File: src/rtl/dcache_pkg.sv
// Shared dcache types and geometry: set/column/tag sizing, eviction FSM states
// and the victim line payload handed to the victim cache.
package dcache_pkg;

  localparam int unsigned DCACHE_NO_OF_SETS = 2048;
  localparam int unsigned DCACHE_NUM_COL    = 16;
  localparam int unsigned DCACHE_COL_WIDTH  = 8;
  localparam int unsigned DCACHE_TAG_WIDTH  = 20;
  localparam int unsigned DCACHE_ADDR_WIDTH = $clog2(DCACHE_NO_OF_SETS);
  localparam int unsigned DCACHE_DATA_WIDTH = DCACHE_NUM_COL * DCACHE_COL_WIDTH;

  typedef enum logic [1:0] {
    ST_IDLE    = 2'd0,
    ST_RD_REQ  = 2'd1,
    ST_RD_WAIT = 2'd2,
    ST_SEND    = 2'd3
  } evict_state_e;

  typedef struct packed {
    logic [DCACHE_TAG_WIDTH-1:0]  tag;
    logic [DCACHE_ADDR_WIDTH-1:0] set;
    logic                         dirty;
    logic [DCACHE_DATA_WIDTH-1:0] line;
  } victim_line_t;

endpackage

File: src/rtl/dcache_evict_buf.sv
// Single-entry holding register for one victim line, presented to the victim
// cache with valid/ready. Header and line data are loaded at different times.
module dcache_evict_buf
  import dcache_pkg::*;
(
  input  logic                         clk,
  input  logic                         rst,
  input  logic                         i_hdr_load,
  input  logic [DCACHE_TAG_WIDTH-1:0]  i_tag,
  input  logic [DCACHE_ADDR_WIDTH-1:0] i_set,
  input  logic                         i_dirty,
  input  logic                         i_line_load,
  input  logic [DCACHE_DATA_WIDTH-1:0] i_line,
  input  logic                         i_push,
  input  logic                         i_ready,
  output logic                         o_valid,
  output logic [DCACHE_TAG_WIDTH-1:0]  o_tag,
  output logic [DCACHE_ADDR_WIDTH-1:0] o_set,
  output logic                         o_dirty,
  output logic [DCACHE_DATA_WIDTH-1:0] o_line
);

  victim_line_t r_entry;
  logic         r_valid;

  // Header is only reloaded when the entry is empty or being drained this cycle.
  always_ff @(posedge clk) begin
    if (rst) begin
      r_entry <= '0;
      r_valid <= 1'b0;
    end else begin
      if (i_hdr_load) begin
        r_entry.tag   <= i_tag;
        r_entry.set   <= i_set;
        r_entry.dirty <= i_dirty;
      end
      if (i_line_load) begin
        r_entry.line <= i_line;
      end
      if (i_push) begin
        r_valid <= 1'b1;
      end else if (r_valid && i_ready) begin
        r_valid <= 1'b0;
      end
    end
  end

  assign o_valid = r_valid;
  assign o_tag   = r_entry.tag;
  assign o_set   = r_entry.set;
  assign o_dirty = r_entry.dirty;
  assign o_line  = r_entry.line;

endmodule

File: src/rtl/dcache_evict_reader.sv
// Eviction read initiator: reads one victim line from the dcache data RAM by
// set index and forwards it with its tag to the victim cache.
module dcache_evict_reader
  import dcache_pkg::*;
(
  input  logic                         clk,
  input  logic                         rst,
  input  logic                         evict_req_i,
  input  logic [DCACHE_ADDR_WIDTH-1:0] evict_set_i,
  input  logic [DCACHE_TAG_WIDTH-1:0]  evict_tag_i,
  input  logic                         evict_dirty_i,
  output logic                         evict_ack_o,
  output logic                         busy_o,
  output logic                         ram_req_o,
  input  logic                         ram_gnt_i,
  output logic [DCACHE_NUM_COL-1:0]    ram_wr_en_o,
  output logic [DCACHE_ADDR_WIDTH-1:0] ram_addr_o,
  input  logic [DCACHE_DATA_WIDTH-1:0] ram_rdata_i,
  output logic                         vc_valid_o,
  input  logic                         vc_ready_i,
  output logic [DCACHE_DATA_WIDTH-1:0] vc_line_o,
  output logic [DCACHE_TAG_WIDTH-1:0]  vc_tag_o,
  output logic [DCACHE_ADDR_WIDTH-1:0] vc_set_o,
  output logic                         vc_dirty_o,
  output logic [31:0]                  evict_cnt_o
);

  evict_state_e r_state;
  evict_state_e w_state_nxt;
  logic         w_ack;
  logic         w_line_load;
  logic         w_push;
  logic         w_hs;
  logic [31:0]  r_evict_cnt;

  assign w_hs = vc_valid_o & vc_ready_i;

  always_ff @(posedge clk) begin
    if (rst) begin
      r_state <= ST_IDLE;
    end else begin
      r_state <= w_state_nxt;
    end
  end

  // Next state; a new request is only taken when idle or as the current line drains.
  always_comb begin
    w_state_nxt = r_state;
    w_ack       = 1'b0;
    w_line_load = 1'b0;
    w_push      = 1'b0;
    case (r_state)
      ST_IDLE: begin
        if (evict_req_i) begin
          w_ack       = 1'b1;
          w_state_nxt = ST_RD_REQ;
        end
      end
      ST_RD_REQ: begin
        if (ram_gnt_i) begin
          w_state_nxt = ST_RD_WAIT;
        end
      end
      ST_RD_WAIT: begin
        w_line_load = 1'b1;
        w_push      = 1'b1;
        w_state_nxt = ST_SEND;
      end
      ST_SEND: begin
        if (w_hs) begin
          if (evict_req_i) begin
            w_ack       = 1'b1;
            w_state_nxt = ST_RD_REQ;
          end else begin
            w_state_nxt = ST_IDLE;
          end
        end
      end
      default: begin
        w_state_nxt = ST_IDLE;
      end
    endcase
  end

  dcache_evict_buf u_buf (
    .clk         (clk),
    .rst         (rst),
    .i_hdr_load  (w_ack),
    .i_tag       (evict_tag_i),
    .i_set       (evict_set_i),
    .i_dirty     (evict_dirty_i),
    .i_line_load (w_line_load),
    .i_line      (ram_rdata_i),
    .i_push      (w_push),
    .i_ready     (vc_ready_i),
    .o_valid     (vc_valid_o),
    .o_tag       (vc_tag_o),
    .o_set       (vc_set_o),
    .o_dirty     (vc_dirty_o),
    .o_line      (vc_line_o)
  );

  // Completed-transfer counter, sticks at all ones.
  always_ff @(posedge clk) begin
    if (rst) begin
      r_evict_cnt <= '0;
    end else if (w_hs && (r_evict_cnt != '1)) begin
      r_evict_cnt <= r_evict_cnt + 32'd1;
    end
  end

  assign evict_ack_o = w_ack;
  assign busy_o      = (r_state != ST_IDLE);
  assign ram_req_o   = (r_state == ST_RD_REQ);
  assign ram_addr_o  = vc_set_o;
  assign ram_wr_en_o = '0;
  assign evict_cnt_o = r_evict_cnt;

endmodule

File: config.mk
export PLATFORM = sky130hd
export DESIGN_NAME = dcache_evict_reader
export DESIGN_NICKNAME = d
export VERILOG_FILES = /design/src/rtl/dcache_pkg.sv /design/src/rtl/dcache_evict_buf.sv /design/src/rtl/dcache_evict_reader.sv
export SDC_FILE = /design/constraint.sdc
export NUM_CORES = 1
export LEC_CHECK = 0
export ABC_AREA = 1
export ABC_CLOCK_PERIOD_IN_PS = 4900
export CORE_AREA = 2 2 151 153
export DETAILED_ROUTE_END_ITERATION = 7
export DIE_AREA = 0 0 153 155
export PLACE_DENSITY = 0.73
export SYNTH_ARGS = -nofsm -noshare
export SYNTH_HDL_FRONTEND = slang
export SYNTH_HIERARCHICAL = 1
export SYNTH_SLANG_ARGS = --single-unit
File: constraint.sdc
create_clock -name clk -period 4.9 [get_ports clk]
set_input_delay 0.735 -clock clk [delete_from_list [all_inputs] [get_ports clk]]
set_output_delay 0.735 -clock clk [all_outputs]
set_load 0.02 [all_outputs]
==> impl_metrics.tcl <==
set metrics [dict create \
    status "complete, no violations" \
    postCtsSetupBuffers 0 \
    rsz0062_at_grt "false" \
    cts_max_level 4 \
    grt_pass1_vias 7613 \
    period_needed_ns 3.65 \
    synth_warnings 6 \
    core_mm2 0.0222 \
    gp_congestion 0.869 \
    ys_ff_latch 195 \
    cp-endpoint "evict_ack_o" \
    port_buffers 371 \
    die_y_um 155 \
    ir_drop_uv 293 \
    wl_per_cell_um 14.9 \
    cp.required_ns 4.16 \
    insertedDiodeCount 0 \
    vias_per_cell 4.71 \
    p_clk_share_pct 21.4 \
    track_usage_pct 20.6 \
    grt_max_degree 106 \
    reg2reg_from "u_buf/o_valid" \
    clock_sinks 195 \
    finalMaxSlewViolations 0 \
    tns_ns 0 \
    cts_tree "built" \
    seq_area_frac_synth_pct 48.5 \
    drive_gt1_share_pct 4.57 \
    internal_power_mw 4.02 \
    syn_inst 1084 \
    cts_hold_buf 0 \
    stdcell_area_mm2 0.0122 \
    antenna_found_initial 0 \
    synth_area_per_cell_um2 7.43 \
    drtIter0Drc 448 \
    die_w_um 153 \
    power_density_mw_per_mm2 543 \
    cts_made_buffers 17 \
    pwr-share-seq_pct 34.5 \
    crit_arrival_ns 2.92 \
    hold_viol 0 \
    gr-total-overflow 0 \
    path_clk_slew_ns 0.07 \
    drt.antenna.violating_nets 0 \
    p_switching_mw 2.62 \
    setup_viol 0 \
    start_util_pct 36.2 \
    grt_first_pass_wirelength_um 39800 \
    cts_root_buf "clkbuf_16" \
    p_comb_share_pct 44.1 \
    pin_count 388 \
    ff2ff_setup_slack_ns 2.22 \
    reg2regPathDepth 8 \
    route.vias.total 8039 \
    die-area_mm2 0.0237 \
    cts_resized 0 \
    slew_headroom_pct 27.7 \
    tightest_slew_ns 1.09 \
    worst_hold_path_type "reg -> reg" \
    syn-cell-area_mm2 0.00805 \
    worst-setup-path-type "in -> out" \
    p_sw_share_pct 39.5 \
    drc 0 \
    firstDrtPassIters 4 \
    synth.distinct_cells 30 \
    hpwl_um 18200 \
    clock_skew_ns 0.0166 \
    p_leak_nw 5.02 \
    post-route-util_pct 55.0 \
    r2r-end "u_buf/o_set[10]" \
    ctsLongestPathBuffers 2 \
    dpl-instance-area_mm2 0.0116 \
    startpoint_type "primary input" \
    fin_nets 1580 \
    cp-startpoint "vc_ready_i" \
    clock_latency_ns 0.43 \
    post-route-period-util_pct 74.6 \
    cp-end-kind "output pin" \
    crit_fanout 11 \
    drv_cap 0 \
    max_freq_mhz 274 \
    rows 55 \
    syn_to_final_growth_pct 51.8 \
    wl_um 25400 \
]
## placed cells by master, fill, tap and decap left out, types with 5 or more instances in the layout
master and n:
conb_1 16, clkbuf_16 17, inv_1 44, clkdlybuf4s50_1 371, nand3_1 28, a21oi_1 21
nand4_1 16, nand2_2 5, o21ai_0 166, dfxtp_1 195, nor2_1 392, buf_4 5
ha_1 5, nand2_1 92
## layer usage
metal  wire [um]  GRT usage, %  share of wire (%)  vias to the layer above
met2       12400          35.4                 49                      282
met5           0             0                  0                        -
met4         505          6.61                2.0                        0
met1       10600          24.6                 42                     3674
met3        1910          6.52                7.5                       31
li1            -             -                  -                     4052
## stage by stage
stage / power [mW] / std cells / hold WS, ns / setup slack (ns)
global placement: 5.23 / 1675 / 0.466 / 1.23
global route: 7.04 / 1707 / 0.521 / 1.12
CTS: 6.71 / 1707 / 0.486 / 1.21
floorplan: 3.98 / 1099 / 0.488 / 2.44
detailed placement: 5.26 / 1675 / 0.474 / 1.22
finish: 6.64 / 1707 / 0.483 / 1.25
## synth_stat cells
cell	number	area share (%)
nand3b_1	1	0.093
buf_4	28	2.6
xnor2_1	1	0.11
buf_2	14	0.87
inv_1	44	2.1
a21oi_2	2	0.22
conb_1	1	0.047
nor2_8	1	0.25
nand2_2	5	0.39
nand3_2	4	0.50
inv_2	3	0.14
nand4_1	16	1.2
nand2_1	92	4.3
nand3_4	1	0.22
nor2_1	392	18
nand2_4	3	0.42
and2_1	1	0.078
ha_1	6	0.93
o21ai_0	166	10
nand3_1	28	1.7
dfxtp_1	195	48
clkbuf_2	11	0.68
a31oi_1	3	0.23
a21oi_1	22	1.4
nor2_4	4	0.56
nor3_1	3	0.19
nor2_2	4	0.31
buf_6	20	2.8
clkinv_1	1	0.047
clkbuf_1	12	0.56
## sequential cells by signal (all words and copies together) (netlist names)
name,cells
r_state,2
u_buf/o_valid,1
u_buf/o_tag,20
u_buf/o_dirty,1
u_buf/o_set,11
u_buf/o_line,128
evict_cnt_o,32
## power by group through the flow
| stage | Combinational (mW) | Sequential (mW) | Clock [mW] |
|---|---|---|---|
| 2_1_floorplan | 1.13 | 2.85 | 0 |
| 3_3_place_gp | 2.93 | 2.30 | 0 |
| 3_5_place_dp | 2.94 | 2.32 | 0 |
| 4_1_cts | 2.96 | 2.29 | 1.46 |
| 5_1_grt | 3.17 | 2.35 | 1.52 |
| 6_report | 2.93 | 2.29 | 1.42 |
## final cells by class
type / instances / area [um^2]
clock buffer: 18 / 429
clock inverter: 14 / 168
fill: 2103 / 10000
inverter: 48 / 184
multi-input combinational: 771 / 3440
sequential: 195 / 3900
tap: 285 / 357
timing repair buffer: 376 / 3750
## worst max-delay path, cell delays in order
cell and delay (ns):
clkdlybuf4s50_1 0.48, nand2_1 0.20, inv_1 0.33, nand3_1 0.14
a21oi_2 0.35, clkdlybuf4s50_1 0.68
## worst min path at each step
stage / cells past startpoint / startpoint / to
final: 2 / u_buf/o_valid / u_buf/o_valid
after global routing: 2 / u_buf/o_line[47] / u_buf/o_line[47]
after detailed placement: 2 / u_buf/o_valid / u_buf/o_valid
after CTS: 2 / u_buf/o_valid / u_buf/o_valid
after global placement: 2 / u_buf/o_valid / u_buf/o_valid
after floorplan: 2 / r_state[0] / r_state[0]
## cells by family (layout without fill, tap and decap cells)
group                      count (synthesis)  count (layout)  share of synthesized area [%]
adders and majority gates                  6               6                          0.932
buffers and inverters                    133             456                           9.76
and+or+nand+nor                          555             555                           28.5
other                                      1              16                         0.0466
xor gates and xnor gates                   1               1                          0.109
AOI/OAI and AO/OA                        193             193                           12.1
DFF                                      195             195                           48.5
Note: power is estimated with default switching activity, not from simulation.
